<file path="src/rtl/vout_dpi_tx_if.sv">
// Valid/ready stream carrying four Y8 pixels per word into the DPI transmitter.
interface vout_dpi_tx_if;
  logic [31:0] pixel;
  logic        valid;
  logic        ready;

  modport master (output pixel, output valid, input ready);
  modport slave  (input pixel, input valid, output ready);
endinterface

</file>
<file path="src/rtl/vout_dpi_tx.sv">
// DPI video transmitter: regenerates vsync/hsync/de from frame counters and serialises
// a 4-pixel-per-clock Y8 stream into one grey RGB888 pixel per clock.
module vout_dpi_tx #(
  parameter int   H_ACTIVE = 1600,
  parameter int   H_FP     = 48,
  parameter int   H_SYNC   = 32,
  parameter int   H_BP     = 80,
  parameter int   V_ACTIVE = 1200,
  parameter int   V_FP     = 3,
  parameter int   V_SYNC   = 6,
  parameter int   V_BP     = 26,
  parameter logic HS_POL   = 1'b0,
  parameter logic VS_POL   = 1'b0
) (
  input  logic         clk,
  input  logic         rst_n,
  input  logic         en,
  vout_dpi_tx_if.slave s,
  output logic         frame_start,
  output logic         dpi_vsync,
  output logic         dpi_hsync,
  output logic         dpi_de,
  output logic [23:0]  dpi_pixel,
  output logic         underflow,
  output logic         busy
);

  localparam int H_TOTAL = H_ACTIVE + H_FP + H_SYNC + H_BP;
  localparam int V_TOTAL = V_ACTIVE + V_FP + V_SYNC + V_BP;
  localparam int HW      = $clog2(H_TOTAL);
  localparam int VW      = $clog2(V_TOTAL);

  localparam logic [HW-1:0] H_FP_START   = HW'(H_ACTIVE);
  localparam logic [HW-1:0] H_SYNC_START = HW'(H_ACTIVE + H_FP);
  localparam logic [HW-1:0] H_BP_START   = HW'(H_ACTIVE + H_FP + H_SYNC);
  localparam logic [HW-1:0] H_LAST       = HW'(H_TOTAL - 1);
  localparam logic [VW-1:0] V_FP_START   = VW'(V_ACTIVE);
  localparam logic [VW-1:0] V_SYNC_START = VW'(V_ACTIVE + V_FP);
  localparam logic [VW-1:0] V_BP_START   = VW'(V_ACTIVE + V_FP + V_SYNC);
  localparam logic [VW-1:0] V_LAST       = VW'(V_TOTAL - 1);

  // Serialisation relies on every active line starting on a word boundary.
  if (H_ACTIVE < 4 || (H_ACTIVE % 4) != 0) begin : g_bad_h_active
    $error("vout_dpi_tx: H_ACTIVE must be a multiple of 4 and at least 4");
  end

  typedef enum logic {IDLE, RUN} state_t;

  state_t          state, state_d;
  logic [HW-1:0]   h_cnt, h_d;
  logic [VW-1:0]   v_cnt, v_d;
  logic            frame_start_d;
  logic            run, h_last, v_last;
  logic            h_in_act, v_in_act, h_in_sync, v_in_sync, in_act;
  logic [1:0]      phase;
  logic [23:0]     word_q;
  logic [7:0]      y;

  assign run       = (state == RUN);
  assign h_last    = (h_cnt == H_LAST);
  assign v_last    = (v_cnt == V_LAST);
  assign h_in_act  = (h_cnt < H_FP_START);
  assign v_in_act  = (v_cnt < V_FP_START);
  assign h_in_sync = (h_cnt >= H_SYNC_START) && (h_cnt < H_BP_START);
  assign v_in_sync = (v_cnt >= V_SYNC_START) && (v_cnt < V_BP_START);
  assign in_act    = run && h_in_act && v_in_act;
  assign phase     = h_cnt[1:0];

  // Fetch window depends only on the counters, never on s.valid.
  assign s.ready = in_act && (phase == 2'd0);

  // NOTE: every signal driven here gets a default first, so no path can infer a latch.
  always_comb begin
    state_d = state;
    h_d     = h_cnt;
    v_d     = v_cnt;
    case (state)
      IDLE: begin
        h_d = '0;
        v_d = '0;
        if (en) state_d = RUN;
      end
      RUN: begin
        if (h_last) begin
          h_d = '0;
          v_d = v_last ? '0 : v_cnt + 1'b1;
          // en only matters on the last clock, so a frame is never cut short.
          if (v_last && !en) state_d = IDLE;
        end else begin
          h_d = h_cnt + 1'b1;
        end
      end
      default: state_d = IDLE;
    endcase
  end

  assign frame_start_d = (state_d == RUN) && (h_d == '0) && (v_d == '0);

  // NOTE: sequential state uses non-blocking assignments so all registers see pre-edge values.
  always_ff @(posedge clk or negedge rst_n) begin
    if (!rst_n) begin
      state       <= IDLE;
      h_cnt       <= '0;
      v_cnt       <= '0;
      frame_start <= 1'b0;
    end else begin
      state       <= state_d;
      h_cnt       <= h_d;
      v_cnt       <= v_d;
      frame_start <= frame_start_d;
    end
  end

  // Phase 0 takes its byte straight off the stream; later phases read the held word.
  always_comb begin
    y = 8'h00;
    case (phase)
      2'd0: y = s.valid ? s.pixel[7:0] : 8'h00;
      2'd1: y = word_q[7:0];
      2'd2: y = word_q[15:8];
      2'd3: y = word_q[23:16];
      default: y = 8'h00;
    endcase
  end

  // NOTE: word_q is reset as well, so dpi_pixel can never carry X after reset.
  always_ff @(posedge clk or negedge rst_n) begin
    if (!rst_n) begin
      word_q    <= '0;
      dpi_de    <= 1'b0;
      dpi_pixel <= '0;
      dpi_hsync <= ~HS_POL;
      dpi_vsync <= ~VS_POL;
      underflow <= 1'b0;
      busy      <= 1'b0;
    end else begin
      busy      <= run;
      dpi_de    <= in_act;
      dpi_pixel <= in_act ? {y, y, y} : 24'h0;
      dpi_hsync <= (run && h_in_sync) ? HS_POL : ~HS_POL;
      dpi_vsync <= (run && v_in_sync) ? VS_POL : ~VS_POL;
      if (s.ready) begin
        // A missed fetch keeps the timing and sends black for the whole word.
        word_q <= s.valid ? s.pixel[31:8] : 24'h0;
        if (!s.valid) underflow <= 1'b1;
      end
    end
  end

endmodule

</file>
<file path="src/flat_wrapper.sv">
// flat-port wrapper written by rule: the top's interface ports become plain ports
module vout_dpi_tx_flat 
#(
  parameter int   H_ACTIVE = 1600,
  parameter int   H_FP     = 48,
  parameter int   H_SYNC   = 32,
  parameter int   H_BP     = 80,
  parameter int   V_ACTIVE = 1200,
  parameter int   V_FP     = 3,
  parameter int   V_SYNC   = 6,
  parameter int   V_BP     = 26,
  parameter logic HS_POL   = 1'b0,
  parameter logic VS_POL   = 1'b0
)
  (clk, rst_n, en, frame_start, dpi_vsync, dpi_hsync, dpi_de, dpi_pixel, underflow, busy, s_pixel, s_valid, s_ready);
  vout_dpi_tx_if s_i ();
  input  logic clk;
  input  logic rst_n;
  input  logic en;
  output logic frame_start;
  output logic dpi_vsync;
  output logic dpi_hsync;
  output logic dpi_de;
  output logic [23:0] dpi_pixel;
  output logic underflow;
  output logic busy;
  input wire logic [$bits(s_i.pixel)-1:0] s_pixel;
  input wire logic [$bits(s_i.valid)-1:0] s_valid;
  output wire logic [$bits(s_i.ready)-1:0] s_ready;
  assign s_i.pixel = s_pixel;
  assign s_i.valid = s_valid;
  assign s_ready = s_i.ready;
  vout_dpi_tx #(.H_ACTIVE(H_ACTIVE), .H_FP(H_FP), .H_SYNC(H_SYNC), .H_BP(H_BP), .V_ACTIVE(V_ACTIVE), .V_FP(V_FP), .V_SYNC(V_SYNC), .V_BP(V_BP), .HS_POL(HS_POL), .VS_POL(VS_POL)) u_core (.clk(clk), .rst_n(rst_n), .en(en), .s(s_i), .frame_start(frame_start), .dpi_vsync(dpi_vsync), .dpi_hsync(dpi_hsync), .dpi_de(dpi_de), .dpi_pixel(dpi_pixel), .underflow(underflow), .busy(busy));
endmodule
</file>
<file path="config.mk">
export PLATFORM = sky130hd
export DESIGN_NAME = vout_dpi_tx_flat
export DESIGN_NICKNAME = d
export VERILOG_FILES = /design/src/rtl/vout_dpi_tx_if.sv /design/src/rtl/vout_dpi_tx.sv /design/src/flat_wrapper.sv
export SDC_FILE = /design/constraint.sdc
export NUM_CORES = 1
export LEC_CHECK = 0
export CORE_ASPECT_RATIO = 1.2
export CORE_MARGIN = 5
export CORE_UTILIZATION = 53
export CTS_BUF_LIST = sky130_fd_sc_hd__clkbuf_2 sky130_fd_sc_hd__clkbuf_4 sky130_fd_sc_hd__clkbuf_8
export CTS_CLUSTER_DIAMETER = 200
export CTS_CLUSTER_SIZE = 20
export DETAILED_ROUTE_END_ITERATION = 10
export PLACE_DENSITY = 0.82
export SLEW_MARGIN = 0
export SYNTH_ARGS = -nofsm -noshare
export SYNTH_HDL_FRONTEND = slang
export SYNTH_SLANG_ARGS = --single-unit
</file>
<file path="constraint.sdc">
create_clock -name clk -period 2.6 [get_ports clk]
set_clock_uncertainty 0.05 [all_clocks]
set_input_delay 0.52 -clock clk [delete_from_list [all_inputs] [get_ports clk]]
set_output_delay 0.52 -clock clk [all_outputs]
set_load 0.1 [all_outputs]
</file>
==> results.md <==
Synthesis:
- After synthesis, the mean cell area works out to 9.127 um2.
- The count of cell types in the netlist is 56.
- The number of flops mapped to enable cells by yosys is 0.
- The library cell with the largest summed area after synthesis is sky130_fd_sc_hd__dfrtp_1.
- The sequential share of the synthesized area is 0.4565.
- After synthesis the cells add up to 3349 um2.
- The number of nets handed over by synthesis was 411.
- Counting instances in the post-synthesis netlist gives the leading cell types as sky130_fd_sc_hd__nand2_1, sky130_fd_sc_hd__dfrtp_1, sky130_fd_sc_hd__nor2_1.
- The flip-flop and latch count after synthesis is 61.
- By area the synthesized netlist is led by sky130_fd_sc_hd__dfrtp_1, sky130_fd_sc_hd__nand2_1, sky130_fd_sc_hd__buf_4, sky130_fd_sc_hd__nor2_1, sky130_fd_sc_hd__ha_1.
- The share of synthesized area in the top cell type comes to 0.4408.
- The most used standard cell by instance count after synthesis is sky130_fd_sc_hd__nand2_1.
- For this run, asynchronously set or reset flops after synthesis account for 1.000.
- The synthesis warning total is 0.
- In the synthesized netlist the dominant register cell turns out to be sky130_fd_sc_hd__dfrtp_1.
- After technology mapping, the gate count stands at 367.

Global route:
- The first global-routing pass estimated 12,630 um of wire.
- The total track usage is 0.2064.
- The initial antenna violation count is 0.
- The number of global-route vias before repair is 2,718.
- The pin count of the biggest net entering global routing is 62.
- The total overflow left after global routing is 0.

Power:
- The power per cell area is 1165 nW/um2.
- The share of total power dissipated in combinational logic is 0.491.
- The overall power of the completed layout is 4.785 mW.
- The maximum ir drop on the vdd rail is 0.001090 V.
- The switching share of power is 0.4992.
- Internal power comes to 2.396 mW.
- The leakage power is 1.885 nW.
- Of the total power, registers draw 0.307.
- Summed over all nets, the switching power comes to 2.388 mW.
- The clock power share is 0.202.

Critical path:
- The worst setup path is of the flop to output pin kind.
- Traced cell by cell, the critical path runs through a21o_1, a211o_1, a21o_4, inv_2, nand2_2, clkinvlp_4, buf_12.
- The worst setup path is captured at an output pin.
- The highest net fanout along the worst path is 9.
- For the worst setup path, the data arrival time is 1.94 ns.
- STA classifies the critical path startpoint as a flop.
- The slowest cell on the critical path is sky130_fd_sc_hd__dfrtp_1.
- STA puts the critical path data required time at 2.03 ns.
- The biggest cell delay along the critical path is 0.43 ns.
- Broken down by cell family, the worst path's largest delay share belongs to compound AO/OA/AOI/OAI gates.
- The number of buffer and inverter instances along the worst setup path is 3.

Detailed routing:
- The violation count after the first detailed-route iteration is 192.
- Once detail routing completed, the nets flagged for antenna violations numbered 0.
- The first-pass iteration count of the detailed router is 5.
- The DRC violation count after routing is 0.
- In the routed layout, each cell is associated on average with a via count of 5.375.
- The final layout contains routed wiring with a total length of 7540 um.
- The average wire per standard cell is 15.11 um.
- The total number of vias is 2,682.

Clock tree:
- TritonCTS built the clock tree.
- The maximum level of the CTS H-tree is 3.
- The number of buffers on the longest clock path is 2.
- The post-CTS clock slew at the launch and capture registers of the worst setup and hold paths is 0.07 ns.
- Clock latency on the worst-skew pair, taken at its later pin, is 0.35 ns.
- The TritonCTS sink count is 61.
- The TritonCTS buffer count is 9.
- The root buffer cell is sky130_fd_sc_hd__clkbuf_8.

Timing:
- Setup repair after global routing left no endpoint under its margin.
- In the final timing run, aggregate negative setup slack is 0 ns.
- The share of the cycle needed by the critical path after routing is 0.9648.
- The final worst-path setup slack is 0.09143 ns.
- The remaining max-slew budget at the tightest pin is 0.4960.
- The final period demand of the worst path is 2.509 ns.
- The count of endpoints failing setup in the final report is 0.
- The transition time at the pin with the least slew margin is 0.7560 ns.
- The final count of pins violating max slew is 0.
- The fmax is 398.6 MHz.
- The number of endpoints with negative hold slack in the final report is 0.

Floorplanning:
- The area of the core is 6090 um2.
- The effective utilization at floorplan is 0.5500.
- The die area is 8016 um2.
- The overall die width is 82.57 um.
- Row generation in the floorplan step produced 31 rows.
- During I/O placement, the number of pins put on the boundary was 67.
- Measured along the y axis, the die boundary spans 97.09 um.

Cells and area:
- The fill cell total of the finished layout is 488.
- After the last flow step, the layout net total stands at 456.
- The total area of multi-input combinational cells is 1543 um2.
- Once layout is complete, the utilization of the core stands at 0.6745.
- The area growth from synthesis to layout is 22.64%.
- The number of diodes is 0.
- The fraction of layout instances using a drive strength above 1 is 0.1823.
- The sequential cell area in the final layout is 1530 um2.

Placed design:
- Timing analysis after detailed placement gives a worst setup slack of 0.2506 ns.
- Once detailed placement completed, the half-perimeter wirelength came to 5510 um.
- The weighted congestion reported at the end of routability-driven placement is 0.9154.
- The quantity of I/O buffers inserted on ports is 66.

Worst hold path:
- The worst hold path belongs to the class input port to async pin.

Outcome:
- The run finished with clean final reports.

Job:
- Max-cap violations in this run came to 0.
power groups by stage:
stage,Combinational (mW),Sequential (mW),Clock [mW]
floorplan,1.65,1.81,0
global placement,2.33,1.47,0
detailed placement,2.36,1.48,0
CTS,2.36,1.47,0.986
global route,2.48,1.51,1.02
finish,2.35,1.47,0.967
final timing paths:
kind / startpoint / end / slack (ns) / depth (start not counted)
max in group asynchronous: rst_n / u_core.v_cnt[6] / 1.69 / 2
worst min register to register: u_core.underflow / u_core.underflow / 0.43 / 1
worst max register to register: u_core.h_cnt[1] / u_core.frame_start / 0.20 / 7
worst min-delay path: rst_n / u_core.v_cnt[2] / 0.28 / 2
worst max-delay path: u_core.v_cnt[5] / s_ready / 0.09 / 7
min in group clk: u_core.underflow / u_core.underflow / 0.43 / 1
routing by layer:
| layer | wire length (um) | track usage | part of all wire | vias to the layer above |
|---|---|---|---|---|
| li1 | - | - | - | 1344 |
| met3 | 411 | 0.06215 | 0.055 | 11 |
| met2 | 3897 | 0.3420 | 0.52 | 67 |
| met4 | 125 | 0.07421 | 0.017 | 0 |
| met1 | 3105 | 0.2484 | 0.41 | 1260 |
| met5 | 0 | 0 | 0 | - |
stage by stage:
stage	hold slack, ns	instances	area (um2)
4_1_cts	0.3047	497	4083
6_report	0.2808	499	4108
3_3_place_gp	0.4134	481	3852
5_1_grt	0.3384	499	4108
2_1_floorplan	0.1744	367	3353
3_5_place_dp	0.4210	481	3852
sequential cells by signal (all words and copies together), names as in the netlist:
| signal | count |
|---|---|
| u_core.word_q | 24 |
| u_core.run | 1 |
| u_core.dpi_vsync | 1 |
| u_core.dpi_de | 1 |
| u_core.busy | 1 |
| u_core.frame_start | 1 |
| u_core.underflow | 1 |
| u_core.v_cnt | 11 |
| u_core.h_cnt | 11 |
| u_core.dpi_pixel | 8 |
| u_core.dpi_hsync | 1 |
cells in the final DEF (no fill, tap or decap), drive strengths merged, types with 9 or more instances in the layout:
cell / instances
buf: 42
dfrtp: 59
o21ai: 33
clkdlybuf4s50: 34
xnor2: 9
a21oi: 11
nand3: 12
nand2: 66
clkbuf: 12
nor2: 33
cell type report:
| cell class | count | area share |
|---|---|---|
| clock inverters | 4 | 0.01706 |
| flip-flops and latches | 61 | 0.3725 |
| well taps | 82 | 0.02498 |
| clock buffers | 12 | 0.03868 |
| inverters | 9 | 0.009138 |
| multi-input cells | 255 | 0.3756 |
| repair buffers | 76 | 0.1620 |
cells by family after synthesis:
kind of cell,Yosys count,synth area share
muxes,3,0.009712
DFF,61,0.4565
adders and majority gates,8,0.02989
and+or+nand+nor,155,0.2342
buffers and inverters,51,0.08592
AOI/OAI and AO/OA,74,0.1446
xor gates and xnor gates,15,0.03922
what timing repair did:
action                     in CTS  in global routing
cloned                          0                  0
setup endpoints to repair       1                  1
setup buffers                   0                  2
resized for setup               1                  3
hold buffers                    0                  0
Note: power is estimated with default switching activity, not from simulation.
==> variant 1 (config.mk and constraints unchanged) <==
`V_FP` is set to 3 in 2 places; all go to 2.
--- a/src/rtl/vout_dpi_tx.sv
+++ b/src/rtl/vout_dpi_tx.sv
@@ -8,3 +8,3 @@
   parameter int   V_ACTIVE = 1200,
-  parameter int   V_FP     = 3,
+  parameter int   V_FP     = 2,
   parameter int   V_SYNC   = 6,
--- a/src/flat_wrapper.sv
+++ b/src/flat_wrapper.sv
@@ -8,3 +8,3 @@
   parameter int   V_ACTIVE = 1200,
-  parameter int   V_FP     = 3,
+  parameter int   V_FP     = 2,
   parameter int   V_SYNC   = 6,
Check against the original RTL: same outputs for any inputs over 10 cycles, from zero or initial values and one cycle with rst_n low; that may be too few to reach the edited logic, so the function may still have changed.
==> variant 1 against the unedited design <==
  * Wire length up 9.1%
  * Worst setup slack better by 0.0038 ns
  * Area after synthesis down 1.9%
  * Core utilization up 0.80 points
  * Critical path type unchanged
  * Die area down 1.7%
  * Sequential cell count unchanged
  * Final area up 0.55%
  * Critical endpoint unchanged
  * Critical path depth unchanged
Power is not compared: it rests on default switching activity, and its combinational part moved more than twofold at a synthesized area within 25%.
==> variant 1: results (changes against the unedited design) <==
outcome: finished, final reports clean
ranking of synthesized cells by area: dfrtp_1 45%, nand2_1 7.3%, o21ai_0 4.3%, buf_4 3.7%, nor2_1 3.3%
sequential cell area fraction in the yosys report: 46.5% (+0.87 points)
Cells after DPL: 483 (+0.42%)
R2R Path End: u_core.frame_start
vias in the first global route: 2,878 (+5.9%)
Worst Max-Slew Pin Slew: 0.775 ns (+0.0189 ns)
Detailed Routing Iterations Pass 1: 6 (+1)
post-synthesis cell count: 362 (-1.4%)
slowest stage delay, CP: 0.45 ns (+0.02 ns)
fin cells: 500 (+0.20%)
pre-CTS setup slack: 0.0631 ns (-0.187 ns)
critical path fanouts, max: 7 (-2)
Final nets: 457 (+0.22%)
# fillers: 482 (-1.2%)
# diodes: 0 (unchanged)
internal reg-to-reg setup slack: 0.14 ns (-0.06 ns)
Final HPWL DP: 5960 um (+8.1%)
via density per instance: 5.76 (+7.1%)
RePlAce Congestion: 1.01 (+9.9%)
layout cells sized above 1: 20.3% (+2.1 points)
distinct cell type count after synthesis: 59 (+5.4%)
Synth top cells by count: 64 x nand2_1, 59 x dfrtp_1, 29 x nor2_1
critical path's slowest cell: dfrtp_2
initial DRC count: 241 (+26%)
GRT Util Overall: 22.4% (+1.8 points)
Final WS setup: 0.0952 ns (+0.00376 ns)
[variant 1: cell type report]
cell class | count | share of cell area [%]
Multi-Input combinational cell | 252 | 37.3
Sequential cell | 61 | 37.0
Timing Repair Buffer | 82 | 17.2
Clock buffer | 10 | 3.18
Tap cell | 82 | 2.48
Clock inverter | 6 | 2.09
Inverter | 7 | 0.727
[variant 1: worst max-delay path by stage]
stage	startpoint	to	cells past startpoint
after floorplan	u_core.v_cnt[6]	s_ready	9
after global placement	u_core.v_cnt[1]	u_core.frame_start	8
after detailed placement	u_core.v_cnt[1]	u_core.frame_start	7
after CTS	u_core.h_cnt[7]	s_ready	7
after global routing	u_core.v_cnt[1]	u_core.frame_start	8
final	u_core.v_cnt[5]	s_ready	7
[variant 1: per-stage QoR]
stage	utilization, %	hold slack [ns]	TNS [ns]	area, um2	power (mW)
after floorplan	-	0.174	0	3290	1.20
after global placement	63.9	0.410	0	3870	1.30
after detailed placement	63.9	0.421	0	3870	1.30
after CTS	67.5	0.315	0	4090	2.23
after global routing	68.3	0.351	-0.00646	4130	2.28
final	68.3	0.276	0	4130	2.21
[variant 1: power groups by stage]
stage | clock (mW) | sequential, mW | combinational [mW]
final | 0.927 | 0.991 | 0.290
after global placement | 0 | 1.01 | 0.289
after floorplan | 0 | 1.05 | 0.150
after CTS | 0.950 | 0.991 | 0.293
after global routing | 0.980 | 0.994 | 0.309
after detailed placement | 0 | 1.01 | 0.293
[variant 1: cell families after synthesis]
kind of cell	Yosys count	share of synthesized area [%]
AO/OA/AOI/OAI	79	16.1
XOR/XNOR	9	2.40
adder cells (fa/ha/maj)	8	3.05
buffers and inverters	49	7.73
flip-flops	61	46.5
multiplexers	2	0.609
AND/OR/NAND/NOR	154	23.6
[variant 1: what timing repair did]
action	CTS	global route
endpoints found under the setup margin	1	2
buffers inserted	0	1
resized for setup	1	8
pin swaps	0	1
[variant 1: routing by layer]
layer	vias to the layer above	track usage, %	wire length, um
li1	1358	-	-
met3	30	4.96	415
met2	107	38.1	4330
met1	1383	26.3	3170
met5	-	0	0
met4	0	11.2	309
==> variant 2 (same settings) <==
Made on the original files. Take the reset off `dpi_pixel` and load it in a clocked block of its own. Comments in the files are not updated.
--- a/src/rtl/vout_dpi_tx.sv
+++ b/src/rtl/vout_dpi_tx.sv
@@ -130,3 +130,2 @@
       dpi_de    <= 1'b0;
-      dpi_pixel <= '0;
       dpi_hsync <= ~HS_POL;
@@ -138,3 +137,2 @@
       dpi_de    <= in_act;
-      dpi_pixel <= in_act ? {y, y, y} : 24'h0;
       dpi_hsync <= (run && h_in_sync) ? HS_POL : ~HS_POL;
@@ -149,2 +147,6 @@
 
+  always_ff @(posedge clk) begin
+    dpi_pixel <= in_act ? {y, y, y} : 24'h0;
+  end
+
 endmodule
Function: differs if rst_n is asserted again (counterexample within 4 cycles, from zero or initial values and one cycle with rst_n low); with rst_n held inactive, the same outputs for 10 cycles.
==> variant 2 against the unedited design <==
  * Sequential cell count is the same
  * Core utilization shrank 0.062 points
  * Global-route usage grew 1.2 points
  * First-iteration DRC count shrank 21%
  * Worst hold slack gained 0.081 ns
  * Count of clock-buffer cells in the layout shrank 1
  * Wire length grew 7.2%
  * Non-clock buffer count grew 9
  * Worst setup slack gained 0.036 ns
  * Final area is essentially flat
  * Area after synthesis shrank 0.30%
  * Critical path type unchanged
  * Largest cell class unchanged
Power is not compared: it rests on default switching activity, and its combinational part moved more than twofold at a synthesized area within 25%.
==> variant 2: results (changes against the unedited design) <==
outcome: finished, final reports clean
Detailed Routing Iterations Pass 1: 4 (-1)
htree depth: 3 (unchanged)
crit path to: s_ready
distinct cell type count after synthesis: 59 (+5.4%)
largest net degree at the start of global routing: 48 (-23%)
Post-synth EDFFs: 0 (unchanged)
critical path's slowest cell: dfrtp_1
Regs by FF count: u_core.word_q x24, u_core.h_cnt x11, u_core.v_cnt x11
initial DRC count: 152 (-21%)
slowest stage delay, CP: 0.50 ns (+0.07 ns)
# Post-CTS Setup Buffers: 0 (unchanged)
Max clock buf depth: 2 (unchanged)
Synth top cells by count: 58 x nand2_1, 51 x dfrtp_1, 41 x nor2_1
asr flop ratio synth: 86.9% (-13 points)
Worst R2R Path Depth: 8 (+1)
met3 WL: 459 um (+12%)
synth warn: 0 (unchanged)
vias in the first global route: 2,817 (+3.6%)
arrival time at the worst endpoint: 1.90 ns (-0.04 ns)
RePlAce Congestion: 0.952 (+3.9%)
Total Routed Length: 8090 um (+7.2%)
initial antenna violation count: 0 (unchanged)
WL met2: 4130 um (+6.0%)
layout cells sized above 1: 20.0% (+1.8 points)
met1 WL: 3230 um (+3.9%)
crit path launch: u_core.v_cnt[4]
# diodes: 0 (unchanged)
Clock Tree Root: clkbuf_8
r2r startpoint: u_core.v_cnt[0]
# fillers: 473 (-3.1%)
clock transition at the registers of the reported paths: 0.07 ns (about the same)
syn nets: 415 (+0.97%)
Clk pwr share: 35.9%
internal reg-to-reg setup slack: 0.15 ns (-0.05 ns)
Vias: 2,868 (+6.9%)
highest routed layer: met4
GRT Util Overall: 21.9% (+1.2 points)
clk_lat worst skew: 0.33 ns (-0.02 ns)
R2R Path End: u_core.frame_start
Int Power: 1.42 mW
ranking of synthesized cells by area: dfrtp_1 38%, nand2_1 6.5%, o21ai_0 4.9%, dfxtp_1 4.8%, buf_4 4.7%
comb pwr: 290 uW
Lkg Pwr: 1.84 nW
Final nets: 467 (+2.4%)
delay-heaviest family, CP: compound AO/OA/AOI/OAI gates
Worst Max-Slew Pin Slew: 0.468 ns (-0.288 ns)
critical path fanouts, max: 11 (+2)
Final HPWL DP: 6220 um (+13%)
I/O Buffers: 66 (unchanged)
sequential cell area fraction in the yosys report: 44.6% (-1.1 points)
Num CTS Buffers: 9 (unchanged)
Primary FF master, synth: dfrtp_1
PwrDens: 487 nW/um2
Max IR drop VDD: 0.000412 V
first-pass GRT wire length: 13,600 um (+7.5%)
hold crit path type: reg -> reg
[variant 2: cell families after synthesis]
| family | count (synthesis) | synth area share [%] |
|---|---|---|
| AOI/OAI and AO/OA | 85 | 16.7 |
| xor gates and xnor gates | 12 | 3.15 |
| adders and majority gates | 7 | 2.62 |
| buffers and inverters | 56 | 8.84 |
| DFF | 61 | 44.6 |
| muxes | 1 | 0.300 |
| and+or+nand+nor | 150 | 23.8 |
[variant 2: per-layer routing]
layer,global-route usage [%],vias to the layer above
met2,35.9,107
met5,0,-
li1,-,1383
met1,26.3,1356
met4,9.97,0
met3,5.30,22
[variant 2: what timing repair did]
item,4_1_cts,5_1_grt
endpoints found under the setup margin,0,2
gates resized for setup,0,5
hold endpoints to repair,4,0
hold buffers,1,0
[variant 2: cell type report]
| class | instances | share of cell area [%] |
|---|---|---|
| well taps | 82 | 2.50 |
| repair buffers | 85 | 17.9 |
| multi-input cells | 255 | 38.0 |
| flip-flops and latches | 61 | 36.4 |
| inverters | 12 | 1.10 |
| clock inverters | 5 | 0.671 |
| clock buffers | 11 | 3.38 |
[variant 2: worst min-delay path by stage]
stage                          start                to  slack (ns)  cells past startpoint
after floorplan                rst_n       u_core.busy        0.17                      0
after global placement         rst_n  u_core.h_cnt[10]        0.30                      1
after detailed placement       rst_n   u_core.v_cnt[3]        0.30                      1
after CTS                 u_core.run       u_core.busy        0.36                      0
after global routing      u_core.run       u_core.busy        0.39                      0
final                     u_core.run       u_core.busy        0.36                      0
[variant 2: stage by stage]
step           util, %  instances  cell area, um2  worst slack, ns
2_1_floorplan        -        372            3340         0.000253
3_3_place_gp      64.3        494            3920            0.177
3_5_place_dp      64.3        494            3920            0.137
4_1_cts           67.2        511            4090           0.0209
5_1_grt           67.4        511            4100          0.00468
6_report          67.4        511            4100            0.127
